<file path="config.mk">
export PLATFORM = sky130hd
export DESIGN_NAME = mskaes_32bits_state_ctrl
export DESIGN_NICKNAME = d
export VERILOG_FILES = /design/src/rtl/mskaes_32bits_state_ctrl.sv
export SDC_FILE = /design/constraint.sdc
export NUM_CORES = 1
export LEC_CHECK = 0
export BUFFER_PORTS_ARGS = -buffer_cell sky130_fd_sc_hd__buf_2
export CAP_MARGIN = 20
export CORE_MARGIN = 2
export CORE_UTILIZATION = 39
export DETAILED_ROUTE_END_ITERATION = 16
export PLACE_DENSITY = 0.63
export SYNTH_ARGS = -nofsm -noshare
export SYNTH_HDL_FRONTEND = slang
export SYNTH_SLANG_ARGS = --single-unit
</file>
<file path="constraint.sdc">
create_clock -name clk -period 1.6 [get_ports clk]
set_input_delay 0.08 -clock clk [delete_from_list [all_inputs] [get_ports clk]]
set_output_delay 0.08 -clock clk [all_outputs]
set_load 0.01 [all_outputs]
</file>
<file path="src/rtl/mskaes_32bits_state_ctrl.sv">
// Sequencing controller for the masked 32-bit AES-128 encryption state datapath.
// Walks one block through LOAD, ten rounds of ISSUE/WAIT/RET, a FINAL key
// addition and an OUT hand-off. It drives routing controls only and never
// touches shared data.
//
// Handshakes: a transfer happens on a clk edge where valid and ready are both 1.
// in_valid/in_ready: in_ready=1 only in IDLE, and in_valid is ignored in every
// other state. out_valid/out_ready: out_valid=1 only in OUT and stays high until
// out_ready is seen. out_valid does not depend on out_ready within the cycle.
module mskaes_32bits_state_ctrl #(
  parameter int SBOX_LAT = 4
) (
  input  logic       clk,
  input  logic       rst,
  input  logic       in_valid,
  output logic       in_ready,
  output logic       out_valid,
  input  logic       out_ready,
  output logic       init,
  output logic       enable,
  output logic       en_MC,
  output logic       en_loop,
  output logic       key_col_en,
  output logic [1:0] key_col_idx,
  output logic [3:0] key_rnd,
  output logic       busy
);

  // The S-box pipeline depth must fit the 4-bit WAIT counter and cover one column burst.
  if (SBOX_LAT < 4 || SBOX_LAT > 15) begin : g_bad_lat
    $error("mskaes_32bits_state_ctrl: SBOX_LAT must be in 4..15");
  end

  typedef enum logic [2:0] {
    S_IDLE  = 3'd0,
    S_LOAD  = 3'd1,
    S_ISSUE = 3'd2,
    S_WAIT  = 3'd3,
    S_RET   = 3'd4,
    S_FINAL = 3'd5,
    S_OUT   = 3'd6
  } state_t;

  // The last WAIT count is only used when SBOX_LAT > 4, so it never has to go negative.
  localparam logic [3:0] WAIT_LAST = (SBOX_LAT > 4) ? 4'(SBOX_LAT - 5) : 4'd0;
  localparam logic       HAS_WAIT  = (SBOX_LAT > 4);

  state_t     state_q, state_d;
  logic [1:0] col_q, col_d;
  logic [3:0] rnd_q, rnd_d;
  logic [3:0] wait_q, wait_d;

  // State and counter registers; reset returns to IDLE with every counter cleared.
  always_ff @(posedge clk) begin
    if (rst) begin
      state_q <= S_IDLE;
      col_q   <= 2'd0;
      rnd_q   <= 4'd0;
      wait_q  <= 4'd0;
    end else begin
      state_q <= state_d;
      col_q   <= col_d;
      rnd_q   <= rnd_d;
      wait_q  <= wait_d;
    end
  end

  // Next-state and counter updates. The column counter wraps 3->0 as each phase exits.
  always_comb begin
    state_d = state_q;
    col_d   = col_q;
    rnd_d   = rnd_q;
    wait_d  = wait_q;
    case (state_q)
      S_IDLE: begin
        if (in_valid) begin
          state_d = S_LOAD;
        end
      end
      S_LOAD: begin
        state_d = S_ISSUE;
        col_d   = 2'd0;
        rnd_d   = 4'd0;
      end
      S_ISSUE: begin
        col_d = col_q + 2'd1;
        if (col_q == 2'd3) begin
          wait_d  = 4'd0;
          state_d = HAS_WAIT ? S_WAIT : S_RET;
        end
      end
      S_WAIT: begin
        wait_d = wait_q + 4'd1;
        if (wait_q == WAIT_LAST) begin
          wait_d  = 4'd0;
          state_d = S_RET;
        end
      end
      S_RET: begin
        col_d = col_q + 2'd1;
        if (col_q == 2'd3) begin
          if (rnd_q == 4'd9) begin
            rnd_d   = 4'd10;
            state_d = S_FINAL;
          end else begin
            rnd_d   = rnd_q + 4'd1;
            state_d = S_ISSUE;
          end
        end
      end
      S_FINAL: begin
        col_d = col_q + 2'd1;
        if (col_q == 2'd3) begin
          state_d = S_OUT;
        end
      end
      S_OUT: begin
        if (out_ready) begin
          state_d = S_IDLE;
          col_d   = 2'd0;
          rnd_d   = 4'd0;
          wait_d  = 4'd0;
        end
      end
      default: begin
        state_d = S_IDLE;
        col_d   = 2'd0;
        rnd_d   = 4'd0;
        wait_d  = 4'd0;
      end
    endcase
  end

  // Moore output decode from registered state and counters. The key fields read 0
  // whenever no column is requested.
  always_comb begin
    in_ready    = 1'b0;
    out_valid   = 1'b0;
    init        = 1'b0;
    enable      = 1'b0;
    en_MC       = 1'b0;
    en_loop     = 1'b0;
    key_col_en  = 1'b0;
    key_col_idx = 2'd0;
    key_rnd     = 4'd0;
    busy        = 1'b0;
    case (state_q)
      S_IDLE: begin
        in_ready = 1'b1;
      end
      S_LOAD: begin
        init   = 1'b1;
        enable = 1'b1;
        busy   = 1'b1;
      end
      S_ISSUE: begin
        enable      = 1'b1;
        key_col_en  = 1'b1;
        key_col_idx = col_q;
        key_rnd     = rnd_q;
        busy        = 1'b1;
      end
      S_WAIT: begin
        busy = 1'b1;
      end
      S_RET: begin
        enable = 1'b1;
        en_MC  = (rnd_q != 4'd9);
        busy   = 1'b1;
      end
      S_FINAL: begin
        enable      = 1'b1;
        en_loop     = 1'b1;
        key_col_en  = 1'b1;
        key_col_idx = col_q;
        key_rnd     = rnd_q;
        busy        = 1'b1;
      end
      S_OUT: begin
        out_valid = 1'b1;
      end
      default: begin
        in_ready = 1'b0;
      end
    endcase
  end

endmodule

</file>
==> impl_results.md, run 1 <==
* Cts hold-fix bufs at 0
* Core area at 2230 sq um
* Die area at 2770 sq um
* Synth warn at 0
* Syn_nets at 125
* Critical Path AT at 1.80 ns
* Most frequent cell after synthesis: dfxtp_1
* Worst-path cell chain: buf_4 -> nor4bb_4 -> a221oi_2 -> or4_1 -> a21oi_2
* Mapped Cells at 116
* Max-slew violation count at 0
* Metal2 WL at 1.27 mm
* Critical path startpoint category: flop
* Drt wl/cell at 14.0 microns
* H-tree Lvls at 1
* Largest net degree at the start of global routing at 15
* # DRC at 0
* Wire length on met1 at 1.11 mm
* Vias in the first global route at 868
* Buffers & Inverters on Critical Path at 1
* Cts bufs inserted at 3
* First-pass GRT wire length at 3.80 mm
* Placed Cells at 168
* WHS at 0.161 ns
* Count of cell types in the netlist at 37
* First-pass DRT Iterations at 4
* Final cell count without fillers at 180
* Max cap viols at 0
* Top cells by area, synth: dfxtp_1, ha_1, and2_1
* Max stage delay on crit path at 0.50 ns
* Synth top cells by count: dfxtp_1, nor2_1, a21oi_1, and2_1, inv_1
* Worst min path class: primary input to flop
* Post-synth top area cell: dfxtp_1
* Register area share after synthesis at 28.2%
* Top Family by Delay on Critical Path: simple AND/OR/NAND/NOR gates
* Leakage at 0.000571 uW
* Antenna fix cells at 0
* Overflow after GRT at 0
* Final core occ at 61.5%
* Total GRT Usage at 18.6%
* Multi-input logic area at 688 sq um
* Clk sinks at 13
* Root Driver: clkbuf_4
* Clk_skew at 0.00302 ns
* Register Area at 272 sq um
* Peak supply drop at 0.890 mV
* Crit end category: flop
* Tightest Pin Transition at 0.357 ns
* Critical Path Fanout Max at 4
* PwrDens at 1410 nW/um^2
* CP Data Required Time at 1.81 ns
* Slowest cell on the critical path: or4_1
* Crit path kind: flop to flop
* DR vias/cell at 5.61
* Row count at 17
* Worst-skew pair later-pin latency at 0.27 ns
* Clk buf depth at 2
* Starting Density at 41.3%
* Final Critical Period at 1.59 ns
* Post-synth top flop: dfxtp_1
* I/O Buffers at 17
* Num ports at 18
* Slew headroom at 76.2%
* Nets at 162
* Routed Wire Length at 2.52 mm
* Final setup violating endpoints at 0
* Top-area cell type share of the netlist area at 28.2%
* Area of the mapped netlist at 922 sq um
* RSZ-0062 raised after global routing: yes
* GPL Wtd Cong at 0.870
* Hpwl dp at 1.61 mm
* Fill count at 187
* Syn-to-layout area delta at 48.8%
* Async SR Flop Fraction at 0%
* Hold Fails Final Rpt at 0
* Fmax at 629 MHz
* Die width at 52.6 microns
* FF+latch count, synth at 13
* DR top layer: met4
* Power, Total at 1930 uW
* CTS tree: built
* Period utilisation layout at 99.3%
* Die Y-Extent at 52.6 microns
* Post-synth EDFFs at 0
* Clk slew on worst S/H paths at 0.08 ns
* Run status: finished, final reports clean
* Avg Inst Size Synth at 7.95 sq um
* Initial antenna violation count at 0
* Detailed router's first-iteration violation count at 43
* Met3 wire length at 94 microns
* Vias at 1010
* Share of cells above drive strength 1 at 44.7%
* Post-DRT Antenna Nets at 0
## path summary, 6_finish.rpt
kind         slack, ns                      to  cells past startpoint                    start
max               0.01   rnd_q[3]$_SDFFE_PP0P_                      5  state_q[2]$_SDFFE_PP0P_
min               0.16  wait_q[0]$_SDFFE_PP0P_                      2                      rst
max reg2reg       0.01   rnd_q[3]$_SDFFE_PP0P_                      5  state_q[2]$_SDFFE_PP0P_
min reg2reg       0.51  wait_q[2]$_SDFFE_PP0P_                      1   wait_q[2]$_SDFFE_PP0P_
## cell families (layout without fill, tap and decap cells)
logic type	after synthesis	after routing	share of synthesized area, %
xor+xnor	2	2	1.90
mux	3	3	3.26
fa+ha+maj	5	5	6.78
simple gates	49	49	30.1
buf+inv	15	51	7.06
compound gates	29	29	22.7
flops	13	13	28.2
## timing repair
action                                  in CTS  in global routing
pin swaps                                    7                  3
gates resized for setup                     13                 26
endpoints found under the setup margin       9                 13
gates cloned                                 0                  1
buffers inserted                             2                  5
## metal layers
metal	track usage [%]	vias to the layer above
li1	-	492
met1	22.0	480
met2	31.5	30
met3	5.43	8
met4	6.84	0
met5	0	-
## power breakdown
group	internal [uW]	switching (uW)	leakage, uW
clock network	96.5	108	0.0000150
registers	392	83.3	0.000108
logic	643	607	0.000448
total	1130	798	0.000571
## registers in the layout, indices dropped and copies added (netlist names)
| register | count |
|---|---|
| rnd_q | 4 |
| col_q | 2 |
| wait_q | 4 |
| state_q | 3 |
## layout by cell type, fill, tap and decap left out, types with 3 or more instances in the layout
master,synthesis,layout
buf_6,0,9
inv_1,8,7
nor2_1,12,11
buf_4,1,16
buf_2,4,11
and2_4,0,6
o21ai_0,4,4
dfxtp_1,13,10
nand3b_1,5,5
a21oi_1,8,7
dfxtp_4,0,3
nand3_1,4,4
ha_1,5,4
nand2_1,6,6
mux2i_1,3,3
nor3_1,3,3
clkbuf_4,0,3
## metrics by stage
step | area, sq um | TNS, ns | setup WS, ns
2_1_floorplan | 922 | 0 | 0.0525
3_3_place_gp | 1110 | 0 | 0.0406
3_5_place_dp | 1110 | 0 | 0.00997
4_1_cts | 1190 | 0 | 0.00670
5_1_grt | 1370 | -0.201 | -0.0584
6_report | 1370 | 0 | 0.0113
## worst reg2reg max path: cells and delay by family, from the launching register on
family	cells	cell delay, ns
buffers and inverters	1	0.14
AND/OR/NAND/NOR	2	0.79
AO/OA/AOI/OAI	2	0.22
flip-flops	1	0.37
## final cells by class
class / count / area share [%]
clock buffers: 4 / 1.91
inverters: 8 / 2.19
multi-input cells: 88 / 50.1
flip-flops and latches: 13 / 19.8
well taps: 28 / 2.55
repair buffers: 39 / 23.4
No activity file was read; power rests on OpenSTA's default activity.
==> run 2: changes to the inputs <==
CORE_UTILIZATION = 30   (was 39)
PLACE_DENSITY = 0.51   (was 0.63)
==> run 2 against run 1 <==
Net effect:
- total power down 2.3%
- register-to-register slack better by 0.03 ns
- clock-buffer cell count unchanged
- via count down 4.9%
- maximum frequency up 1.8%
- worst setup slack better by 0.028 ns
- non-clock buffer count down 5
- sequential cell count unchanged
- sequential power down 0.8%
- die area up 28%
- critical path type unchanged
- largest cell class unchanged
- highest routed layer unchanged
==> impl_results.md, run 2 (synthesis results as in run 1) <==
* Hold Fails Final Rpt at 0 (unchanged)
* Die Y-Extent at 59.4 microns (was 52.6 microns)
* P_sw at 802 uW (was 798 uW)
* Drt wl/cell at 13.9 microns (was 14.0 microns)
* Max cap viols at 0 (unchanged)
* CTS tree: built (unchanged)
* Max-slew violation count at 0 (unchanged)
* Routed Wire Length at 2.51 mm (was 2.52 mm)
* Final core occ at 45.3% (was 61.5%)
* Peak supply drop at 0.588 mV (was 0.890 mV)
* Tightest Pin Transition at 0.366 ns (was 0.357 ns)
* WHS at 0.144 ns (was 0.161 ns)
* Root Driver: clkbuf_4 (unchanged)
* Final Critical Period at 1.56 ns (was 1.59 ns)
* Detailed router's first-iteration violation count at 27 (was 43)
* Crit path kind: flop to flop (unchanged)
* Share of cells above drive strength 1 at 42.9% (was 44.7%)
* Clk sinks at 13 (unchanged)
* Initial antenna violation count at 0 (unchanged)
* Switching part of the total at 42.5% (was 41.4%)
* Overflow after GRT at 0 (unchanged)
* First-pass GRT wire length at 4.15 mm (was 3.80 mm)
* Gr busiest metal: met2 (unchanged)
* Largest registers: rnd_q: 4 flops, wait_q: 4 flops, state_q: 3 flops (unchanged)
* R2R cell count at 5 (unchanged)
* # DRC at 0 (unchanged)
* Post-DRT Antenna Nets at 0 (unchanged)
* Fmax at 641 MHz (was 629 MHz)
* H-tree Lvls at 1 (unchanged)
* GPL Wtd Cong at 0.769 (was 0.870)
* Die width at 59.4 microns (was 52.6 microns)
* Crit end category: flop (unchanged)
* PwrDens at 1400 nW/um^2 (was 1410 nW/um^2)
* Min-Delay Path Depth at 2 (unchanged)
* RSZ-0062 raised after global routing: yes (unchanged)
* Met2 GRT Util at 29.2% (was 31.5%)
* DR vias/cell at 5.34 (was 5.61)
* Clk_skew at 0.0100 ns (was 0.00302 ns)
* Power, Total at 1890 uW (was 1930 uW)
* Row count at 20 (was 17)
* CP Data Required Time at 1.83 ns (was 1.81 ns)
* Starting Density at 31.0% (was 41.3%)
* Int Power at 1080 uW (was 1130 uW)
* Worst min path class: primary input to flop (unchanged)
* I/O Buffers at 17 (unchanged)
* Clk buf depth at 2 (unchanged)
* Syn-to-layout area delta at 46.4% (was 48.8%)
* Critical Path AT at 1.79 ns (was 1.80 ns)
* Commonest non-fill, non-tap cell in the layout: buf_4 (unchanged)
* Antenna fix cells at 0 (unchanged)
* Cts bufs inserted at 3 (unchanged)
* Core area at 2980 sq um (was 2230 sq um)
* Critical path startpoint category: flop (unchanged)
* Run status: finished, final reports clean (unchanged)
* Combinational Power Share at 63.4% (was 64.7%)
* Met3 global-route usage at 4.59% (was 5.43%)
* Slew headroom at 75.6% (was 76.2%)
* Worst-skew pair later-pin latency at 0.29 ns (was 0.27 ns)
* Vias in the first global route at 938 (was 868)
* Largest net degree at the start of global routing at 15 (unchanged)
* Leakage at 0.000540 uW (was 0.000571 uW)
* Num ports at 18 (unchanged)
* First-pass DRT Iterations at 4 (unchanged)
* Vias at 961 (was 1010)
* Seq pwr share at 25.0% (was 24.6%)
* Period utilisation layout at 97.6% (was 99.3%)
* Final setup violating endpoints at 0 (unchanged)
* Clock share of power at 11.6% (was 10.6%)
* Critical Path Fanout Max at 8 (was 4)
* Global-route track usage on met1 at 16.9% (was 22.0%)
* Most frequent cells in the layout: buf_4, buf_2, nor2_1, dfxtp_1, buf_6 (was buf_4, nor2_1, buf_2)
* Hpwl dp at 1.73 mm (was 1.61 mm)
* Die area at 3530 sq um (was 2770 sq um)
* Total GRT Usage at 15.6% (was 18.6%)
* Nets at 157 (was 162)
* Clk slew on worst S/H paths at 0.09 ns (was 0.08 ns)
-- run 2: cell count changes in the layout (fill, tap and decap cells not counted), sizes merged --
cell,before,now
clkbuf,6,4
buf,37,34
-- run 2: final timing paths --
check                          startpoint                endpoint  slack (ns)
hold reg to reg    wait_q[2]$_SDFFE_PP0P_  wait_q[2]$_SDFFE_PP0P_        0.51
setup / recovery  state_q[2]$_SDFFE_PP0P_   rnd_q[3]$_SDFFE_PP0P_        0.04
setup reg to reg  state_q[2]$_SDFFE_PP0P_   rnd_q[3]$_SDFFE_PP0P_        0.04
hold / removal                        rst   rnd_q[3]$_SDFFE_PP0P_        0.14
-- run 2: power by group through the flow --
stage          registers [uW]  clock network, uW  logic (uW)
5_1_grt                   480                250        1310
2_1_floorplan             424                  0         624
3_3_place_gp              461                  0         890
3_5_place_dp              463                  0         908
6_report                  472                219        1190
4_1_cts                   448                224        1040
-- run 2: stage by stage --
step | cells | worst slack [ns] | TNS [ns] | cell area (sq um)
6_report | 180 | 0.0391 | 0 | 1350
5_1_grt | 180 | -0.0365 | -0.109 | 1350
4_1_cts | 178 | 0.00977 | 0 | 1200
3_5_place_dp | 170 | -0.0158 | -0.0158 | 1100
3_3_place_gp | 170 | 0.0141 | 0 | 1100
2_1_floorplan | 116 | 0.0525 | 0 | 922
-- run 2: critical path: stages (launching register included) --
cell,delay (ns)
dfxtp_4,0.36
buf_6,0.12
nor4bb_4,0.30
a221oi_2,0.09
or4_4,0.49
a21oi_2,0.13
-- run 2: final cells by class --
cell class	count	area [sq um]
Clock buffer	4	26.3
Fill cell	294	1630
Inverter	8	30.0
Multi-Input combinational cell	88	711
Sequential cell	13	272
Tap cell	33	41.3
Timing Repair Buffer	34	270
-- run 2: timing repair --
item | in CTS | in global routing
gates cloned | 0 | 0
setup buffers | 4 | 2
gates resized for setup | 13 | 28
hold endpoints to repair | 0 | 0
setup endpoints to repair | 10 | 13
pin swaps | 8 | 5
hold buffers | 0 | 0
-- run 2: routing by layer --
layer	up-vias	share of wire [%]
met3	4	2.8
met2	12	54
met5	-	0
li1	484	-
met4	0	1.4
met1	461	42
